==> src/rtl/mmm_pkg.sv <==
// Shared core parameters and the branch-info-queue entry type.
package mmm_pkg;

    localparam int XLEN      = 32;
    localparam int HLEN      = 10;
    localparam int OFFSET    = 2;
    localparam int BIQ_DEPTH = 8;

    typedef struct packed {
        logic [HLEN-1:0] index;
        logic            taken;
    } biq_entry_t;

endpackage

==> src/rtl/branch_info_queue.sv <==
// FIFO of in-flight predicted branches; pops on resolve and emits a registered predictor update.
// Optional feature: define BIQ_MISPRED_CNT_EN to add a 32-bit mispredict counter output.
module branch_info_queue
    import mmm_pkg::*;
#(
    parameter int DEPTH = BIQ_DEPTH
) (
    input  logic            clk_i,
    input  logic            rst_n_i,
    input  logic            flush_i,
    input  logic            push_valid_i,
    output logic            push_ready_o,
    input  logic [HLEN-1:0] push_index_i,
    input  logic            push_taken_i,
    input  logic            resolve_valid_i,
    input  logic            resolve_taken_i,
    output logic            res_valid_o,
    output logic [HLEN-1:0] res_index_o,
    output logic            res_taken_o,
    output logic            mispredict_o,
    output logic            empty_o,
    output logic            full_o
`ifdef BIQ_MISPRED_CNT_EN
    ,
    output logic [31:0]     mispred_count_o
`endif
);

    localparam int PTR_W = $clog2(DEPTH);
    localparam int CNT_W = PTR_W + 1;

    biq_entry_t      mem_q [DEPTH];
    biq_entry_t      wr_entry_s;
    logic [PTR_W-1:0] head_q, head_d;
    logic [PTR_W-1:0] tail_q, tail_d;
    logic [CNT_W-1:0] count_q, count_d;
    logic             res_valid_q, res_valid_d;
    logic [HLEN-1:0]  res_index_q, res_index_d;
    logic             res_taken_q, res_taken_d;
    logic             mispred_q, mispred_d;
    logic             push_ok_s;
    logic             pop_ok_s;

    // Flags come from registered occupancy only, so ready never depends on a same-cycle pop.
    assign full_o       = (count_q == CNT_W'(DEPTH));
    assign empty_o      = (count_q == {CNT_W{1'b0}});
    assign push_ready_o = ~full_o;

    assign push_ok_s  = push_valid_i & ~full_o;
    assign pop_ok_s   = resolve_valid_i & ~empty_o;
    assign wr_entry_s = '{index: push_index_i, taken: push_taken_i};

    // Next-state for pointers, occupancy and the registered pop result; flush wins over everything.
    always_comb begin
        head_d      = head_q;
        tail_d      = tail_q;
        count_d     = count_q;
        res_valid_d = 1'b0;
        res_index_d = res_index_q;
        res_taken_d = res_taken_q;
        mispred_d   = 1'b0;
        if (flush_i) begin
            head_d  = {PTR_W{1'b0}};
            tail_d  = {PTR_W{1'b0}};
            count_d = {CNT_W{1'b0}};
        end else begin
            if (pop_ok_s) begin
                head_d      = head_q + PTR_W'(1);
                res_valid_d = 1'b1;
                res_index_d = mem_q[head_q].index;
                res_taken_d = resolve_taken_i;
                mispred_d   = mem_q[head_q].taken ^ resolve_taken_i;
            end else begin
                head_d = head_q;
            end
            if (push_ok_s) begin
                tail_d = tail_q + PTR_W'(1);
            end else begin
                tail_d = tail_q;
            end
            case ({push_ok_s, pop_ok_s})
                2'b10:   count_d = count_q + CNT_W'(1);
                2'b01:   count_d = count_q - CNT_W'(1);
                default: count_d = count_q;
            endcase
        end
    end

    // Control state and result registers.
    always_ff @(posedge clk_i or negedge rst_n_i) begin
        if (!rst_n_i) begin
            head_q      <= {PTR_W{1'b0}};
            tail_q      <= {PTR_W{1'b0}};
            count_q     <= {CNT_W{1'b0}};
            res_valid_q <= 1'b0;
            res_index_q <= {HLEN{1'b0}};
            res_taken_q <= 1'b0;
            mispred_q   <= 1'b0;
        end else begin
            head_q      <= head_d;
            tail_q      <= tail_d;
            count_q     <= count_d;
            res_valid_q <= res_valid_d;
            res_index_q <= res_index_d;
            res_taken_q <= res_taken_d;
            mispred_q   <= mispred_d;
        end
    end

    // Entry storage is not reset: only slots between head and tail are ever read.
    always_ff @(posedge clk_i) begin
        if (push_ok_s && !flush_i) begin
            mem_q[tail_q] <= wr_entry_s;
        end
    end

    assign res_valid_o  = res_valid_q;
    assign res_index_o  = res_index_q;
    assign res_taken_o  = res_taken_q;
    assign mispredict_o = mispred_q;

`ifdef BIQ_MISPRED_CNT_EN
    logic [31:0] mispred_cnt_q;

    // Lifetime mispredict count; survives flushes, wraps naturally.
    always_ff @(posedge clk_i or negedge rst_n_i) begin
        if (!rst_n_i) begin
            mispred_cnt_q <= 32'd0;
        end else if (res_valid_q && mispred_q) begin
            mispred_cnt_q <= mispred_cnt_q + 32'd1;
        end else begin
            mispred_cnt_q <= mispred_cnt_q;
        end
    end

    assign mispred_count_o = mispred_cnt_q;
`endif

endmodule
==> config.mk <==
export PLATFORM = sky130hd
export DESIGN_NAME = branch_info_queue
export DESIGN_NICKNAME = d
export VERILOG_FILES = /design/src/rtl/mmm_pkg.sv /design/src/rtl/branch_info_queue.sv
export SDC_FILE = /design/constraint.sdc
export NUM_CORES = 1
export LEC_CHECK = 0
export BUFFER_PORTS_ARGS = -buffer_cell sky130_fd_sc_hd__buf_2
export CORE_ASPECT_RATIO = 0.6
export CORE_MARGIN = 2
export CORE_UTILIZATION = 47
export CTS_BUF_LIST = sky130_fd_sc_hd__clkbuf_2
export DETAILED_ROUTE_END_ITERATION = 8
export HOLD_SLACK_MARGIN = 0.1
export SKIP_LAST_GASP = 1
export SYNTH_ARGS = -nofsm -noshare
export SYNTH_HDL_FRONTEND = slang
export SYNTH_SLANG_ARGS = --single-unit
==> constraint.sdc <==
create_clock -name clk_i -period 5.7 [get_ports clk_i]
set_input_delay 1.14 -clock clk_i [delete_from_list [all_inputs] [get_ports clk_i]]
set_output_delay 1.14 -clock clk_i [all_outputs]
set_load 0.01 [all_outputs]
### Word level (Yosys, flattened, before mapping)

Memory sizes are Yosys's and may differ from the RTL's.
Index checks and enable logic that the tools add are counted.

* add/subtract/negate cells: 4
* eq/ne operators: 3
* mux-type cells: 12
* bitwise operators: 6
* reduce and logical (&&, ||, !) cells: 7

Operators with widths (number)
* two-way mux 3 bit: 4
* case mux 4 bit (2 select lines): 1
* adder 3 x 1 -> 3 bit (second input constant): 2
* two-way mux 1 bit: 6
* adder 4 x 1 -> 4 bit (second input constant): 1
* equality test 4 bit (second input constant): 1
* zero test 4 bit: 1
* two-way mux 4 bit: 1
* nonzero test 2 bit: 2
* subtractor 4 x 1 -> 4 bit (second input constant): 1
* inverter 1 bit: 3
* nonzero test 3 bit: 1
* AND 1 bit: 2
* equality test 2 x 1 -> 1 bit (second input constant): 1
* equality test 2 bit (second input constant): 1
* AND reduction 2 bit: 1
* logical AND 1 bit: 1
* zero test 1 bit: 1
* bitwise XOR 1 bit: 1

* flip-flop bits (word level): 23
* RAM bits: 88
* input port bits: 17
* output and inout port bits: 16
* word-level logic and storage cells: 40
* memories kept: 1

Memory list
* mem_q: depth 8, width 11, read ports 1, clocked after memory_dff 0, wr ports 1, line branch_info_queue.sv:32 `biq_entry_t mem_q [DEPTH];`

### Depth between registers and ports, before layout

* depth after elaboration: 6
* depth in mapped cells: 9
* mapped depth without buffers: 7

### Worst setup path after synthesis

OpenSTA, ideal clock, no wires.

* path kind: input -> register
* start: in push_valid_i
* end: mem mem_q[0][0] (netlist bit) (enable)
* setup time: 0.393 ns
* arrival: 2.726 ns
* required time: 5.307 ns
* setup slack: 2.581 ns
* stages: 4
* buffers on the path: 1
* cells stage by stage: clkbuf_1 -> nand2_1 -> or3_1 -> nor3_1

* cells in the longest elaborated chain, start to end: 4

RTL lines
* from (decl): line branch_info_queue.sv:11 `input logic push_valid_i,`
* AND 1 bit: line branch_info_queue.sv:49 `assign push_ok_s = push_valid_i & ~full_o;`
* logical AND 1 bit: line branch_info_queue.sv:112 `if (push_ok_s && !flush_i) begin`
* two-way mux 1 bit: line branch_info_queue.sv:112
* two-way mux 1 bit (implied by the code): line branch_info_queue.sv:113 `mem_q[tail_q] <= wr_entry_s;`
* to (decl): line branch_info_queue.sv:32

No other way between the ends.

### Worst setup path in the final report

* start: reg count_q[1]
* end: out full_o

* cells in the longest elaborated chain, start to end: 1

RTL lines
* from (decl): line branch_info_queue.sv:36 `logic [CNT_W-1:0] count_q, count_d;`
* from (signal assigned): line branch_info_queue.sv:94 `count_q <= {CNT_W{1'b0}};`
* from (signal assigned): line branch_info_queue.sv:102 `count_q <= count_d;`
* equality test 4 bit: line branch_info_queue.sv:45 `assign full_o = (count_q == CNT_W'(DEPTH));`
* to (decl): line branch_info_queue.sv:22 `output logic full_o`

No other way between the ends.

==> impl_metrics.json <==
{
  "avgSynthCellArea_um2": 15.3,
  "die_h_um": 80.3,
  "synthesis.nets": 319,
  "syn_area_mm2": 0.00456,
  "inserted_diodes": 0,
  "fin_setup_tns_ns": 0,
  "number_of_ports_placed_on_the_die_boundary": 33,
  "htree_levels": 3,
  "crit_type": "reg2out",
  "synth_seq_cells": 111,
  "dieArea_mm2": 0.0105,
  "number_of_cells_in_the_finished_layout_apart_from_fillers": 460,
  "cp-start-kind": "flip-flop",
  "clock_period_minus_worst_slack_ns": 3.17,
  "place_inst": 444,
  "nNetsFinal": 347,
  "worst_path_dominant_cell_family": "simple AND/OR/NAND/NOR gates",
  "worst_setup_hold_path_clk_slew_ns": 0.30,
  "clock_sink_count": 111,
  "port_buffers": 32,
  "ant_nets": 0,
  "post_drt_wl_per_cell_um": 20.5,
  "netlist_instances": 297,
  "grt_pass1_wl_um": 14300,
  "min_path_type": "in2async",
  "post_dr_vias_cell": 5.37,
  "cts_tree": "built",
  "finish.utilization": 0.528,
  "total_of_warnings_raised_by_yosys": 0,
  "drv_slew": 0,
  "reg2reg_slack_ns": 2.95,
  "worst_path_largest_cell_delay_ns": 0.66,
  "grt_pass1_vias": 2378,
  "cp_data_required_time_ns": 4.56,
  "root_buffer": "sky130_fd_sc_hd__clkbuf_2",
  "grt_max_degree": 26,
  "power.static_leakage_nw": 1.79,
  "synth_edf_count": 88,
  "achievable-frequency_mhz": 315,
  "worstSetupEndpointType": "output pin",
  "detailroute.wirelength.met3_um": 657,
  "timing_hold_violations_final": 0,
  "met2RoutedLength_um": 4060,
  "postLayoutSetupSlackWorst_ns": 2.53,
  "cts_hold_repair.buffers": 0,
  "globalplace.congestion": 0.801,
  "worstPathArrival_ns": 2.03,
  "peakVddDrop_uv": 158,
  "cts_setup_buffers": 0,
  "skew_ns": 0.0336,
  "max-cap-violations": 0,
  "postRouteWirelength_um": 9410,
  "critPathBufInv": 2,
  "crit_fanout": 9,
  "core_area_mm2": 0.00929,
  "ys_dominant_reg_cell": "sky130_fd_sc_hd__edfxtp_1",
  "relSlewSlack": 0.315,
  "wirelength_met1_um": 4600,
  "detailed_place_hpwl_um": 6330,
  "share_of_post_route_cells_with_drive_strength_above_1": 0.179,
  "routed.top_layer": "met4",
  "register_area_mm2": 0.00322,
  "timing_worst_slew_pin_value_ns": 1.02,
  "clk_latency_ns": 0.58,
  "multiInputGateArea_mm2": 0.00125,
  "post-layout-total-power_mw": 1.88,
  "synthDistinctLibCells": 38,
  "drc": 0,
  "grt_antenna_before_repair": 0,
  "dp_worst_setup_slack_ns": 2.68,
  "cells_along_the_critical_path": "or4b_4 > inv_1 > buf_2",
  "die_width_um": 131,
  "track_usage": 0.195,
  "core.rowCount": 27,
  "rsz0062_at_grt": "false",
  "n_fill_cell": 804,
  "tritoncts.num_buffers": 9,
  "synth-seq-area-share": 0.706,
  "via_count": 2469,
  "async_reset_ff_frac": 0.207,
  "clock_path_buffers": 2,
  "post-route-period-util": 0.556,
  "drt_iter0_markers": 184,
  "initial_core_utilization": 0.490,
  "globalRouteOverflowTotal": 0,
  "crit_slowest_cell": "sky130_fd_sc_hd__or4b_4",
  "syn2layout_area_growth_pct": 7.72,
  "power-per-cell-area_mw_per_mm2": 384,
  "postCtsResizedCells": 0,
  "run_status": "complete, no violations",
  "finalSetupViolations": 0,
  "firstDrtPassIters": 4
}
## per-layer routing
| layer | vias to the layer above | global-route usage |
|---|---|---|
| met3 | 9 | 0.0530 |
| met2 | 69 | 0.291 |
| met4 | 0 | 0.0609 |
| li1 | 1180 | - |
| met1 | 1211 | 0.280 |
| met5 | - | 0 |
## synthesized netlist by cell type, types with 3 or more instances
cell / instances / area share
sky130_fd_sc_hd__nand2_1: 27 / 0.022
sky130_fd_sc_hd__xor2_1: 3 / 0.0058
sky130_fd_sc_hd__nor3_1: 4 / 0.0044
sky130_fd_sc_hd__mux2i_1: 49 / 0.11
sky130_fd_sc_hd__a22oi_1: 20 / 0.033
sky130_fd_sc_hd__nand3_1: 12 / 0.013
sky130_fd_sc_hd__buf_2: 7 / 0.0077
sky130_fd_sc_hd__edfxtp_1: 88 / 0.58
sky130_fd_sc_hd__nor2_1: 17 / 0.014
sky130_fd_sc_hd__ha_1: 4 / 0.011
sky130_fd_sc_hd__dfrtp_1: 23 / 0.13
sky130_fd_sc_hd__xnor2_1: 3 / 0.0058
sky130_fd_sc_hd__clkbuf_1: 6 / 0.0049
## kinds of logic (layout without fill, tap and decap cells)
group | count (synthesis) | count (layout) | share of synthesized area
buf+inv | 19 | 52 | 0.0217
fa+ha+maj | 5 | 5 | 0.0154
xor+xnor | 6 | 6 | 0.0115
flops | 111 | 111 | 0.706
simple gates | 75 | 75 | 0.0777
mux | 49 | 49 | 0.108
compound gates | 32 | 32 | 0.0596
## worst register-to-register path, delay by kind of cell (launching register included)
family / cells / cell delay [ns]
AND/OR/NAND/NOR: 2 / 0.91
AO/OA/AOI/OAI: 3 / 0.63
flip-flops: 1 / 0.59
adder cells (fa/ha/maj): 1 / 0.33
multiplexers: 1 / 0.21
## state kept, by name, summed over array words and instances (netlist names)
register and count:
count_q 4, head_q 3, mem_q 88, mispredict_o 1
res_index_o 10, res_taken_o 1, res_valid_o 1, tail_q 3
## layout make-up
class / instances / share of cell area
tap: 130 / 0.0331
timing repair buffer: 33 / 0.0342
clock buffer: 10 / 0.0102
multi-input combinational: 167 / 0.254
clock inverter: 6 / 0.00969
inverter: 3 / 0.00229
sequential: 111 / 0.656
## path summary, 6_finish.rpt
kind                                      from              to  cells past startpoint
worst max-delay path                count_q[1]          full_o                      3
worst min register to register  res_index_o[2]  res_index_o[2]                      2
worst max register to register      count_q[1]      count_q[3]                      7
max in group asynchronous              rst_n_i  res_index_o[5]                      1
worst min-delay path                   rst_n_i      count_q[1]                      1
min in group clk_i              res_index_o[2]  res_index_o[2]                      2
## through the flow
step | cell area [um^2] | hold WS, ns
detailed placement | 4810 | 0.461
CTS | 4910 | 0.480
global route | 4910 | 0.446
finish | 4910 | 0.508
global placement | 4810 | 0.458
floorplan | 4560 | 0.510
## power by group
part / leakage (nW) / internal (mW) / switching (mW)
clock network: 0.0621 / 0.0621 / 0.252
registers: 1.09 / 0.951 / 0.104
logic: 0.633 / 0.229 / 0.285
## cell usage in the layout (no fill, tap or decap), types with 2 or more instances in the layout
cell	instances
sky130_fd_sc_hd__xnor2_1	3
sky130_fd_sc_hd__or3_1	2
sky130_fd_sc_hd__a211oi_2	2
sky130_fd_sc_hd__nor3_2	2
sky130_fd_sc_hd__nand2_1	27
sky130_fd_sc_hd__buf_2	32
sky130_fd_sc_hd__nand2b_1	2
sky130_fd_sc_hd__inv_1	2
sky130_fd_sc_hd__a21oi_1	2
sky130_fd_sc_hd__xor2_1	3
sky130_fd_sc_hd__edfxtp_1	88
sky130_fd_sc_hd__nor3_1	2
sky130_fd_sc_hd__ha_1	4
sky130_fd_sc_hd__nor2_1	17
sky130_fd_sc_hd__o211ai_1	2
sky130_fd_sc_hd__dfrtp_1	22
sky130_fd_sc_hd__nor2b_1	2
sky130_fd_sc_hd__nand3_1	12
sky130_fd_sc_hd__clkbuf_2	10
sky130_fd_sc_hd__a22oi_1	20
sky130_fd_sc_hd__mux2i_1	49
sky130_fd_sc_hd__nor3b_1	2
sky130_fd_sc_hd__clkinv_4	4
(Power assumes the default switching activity.)
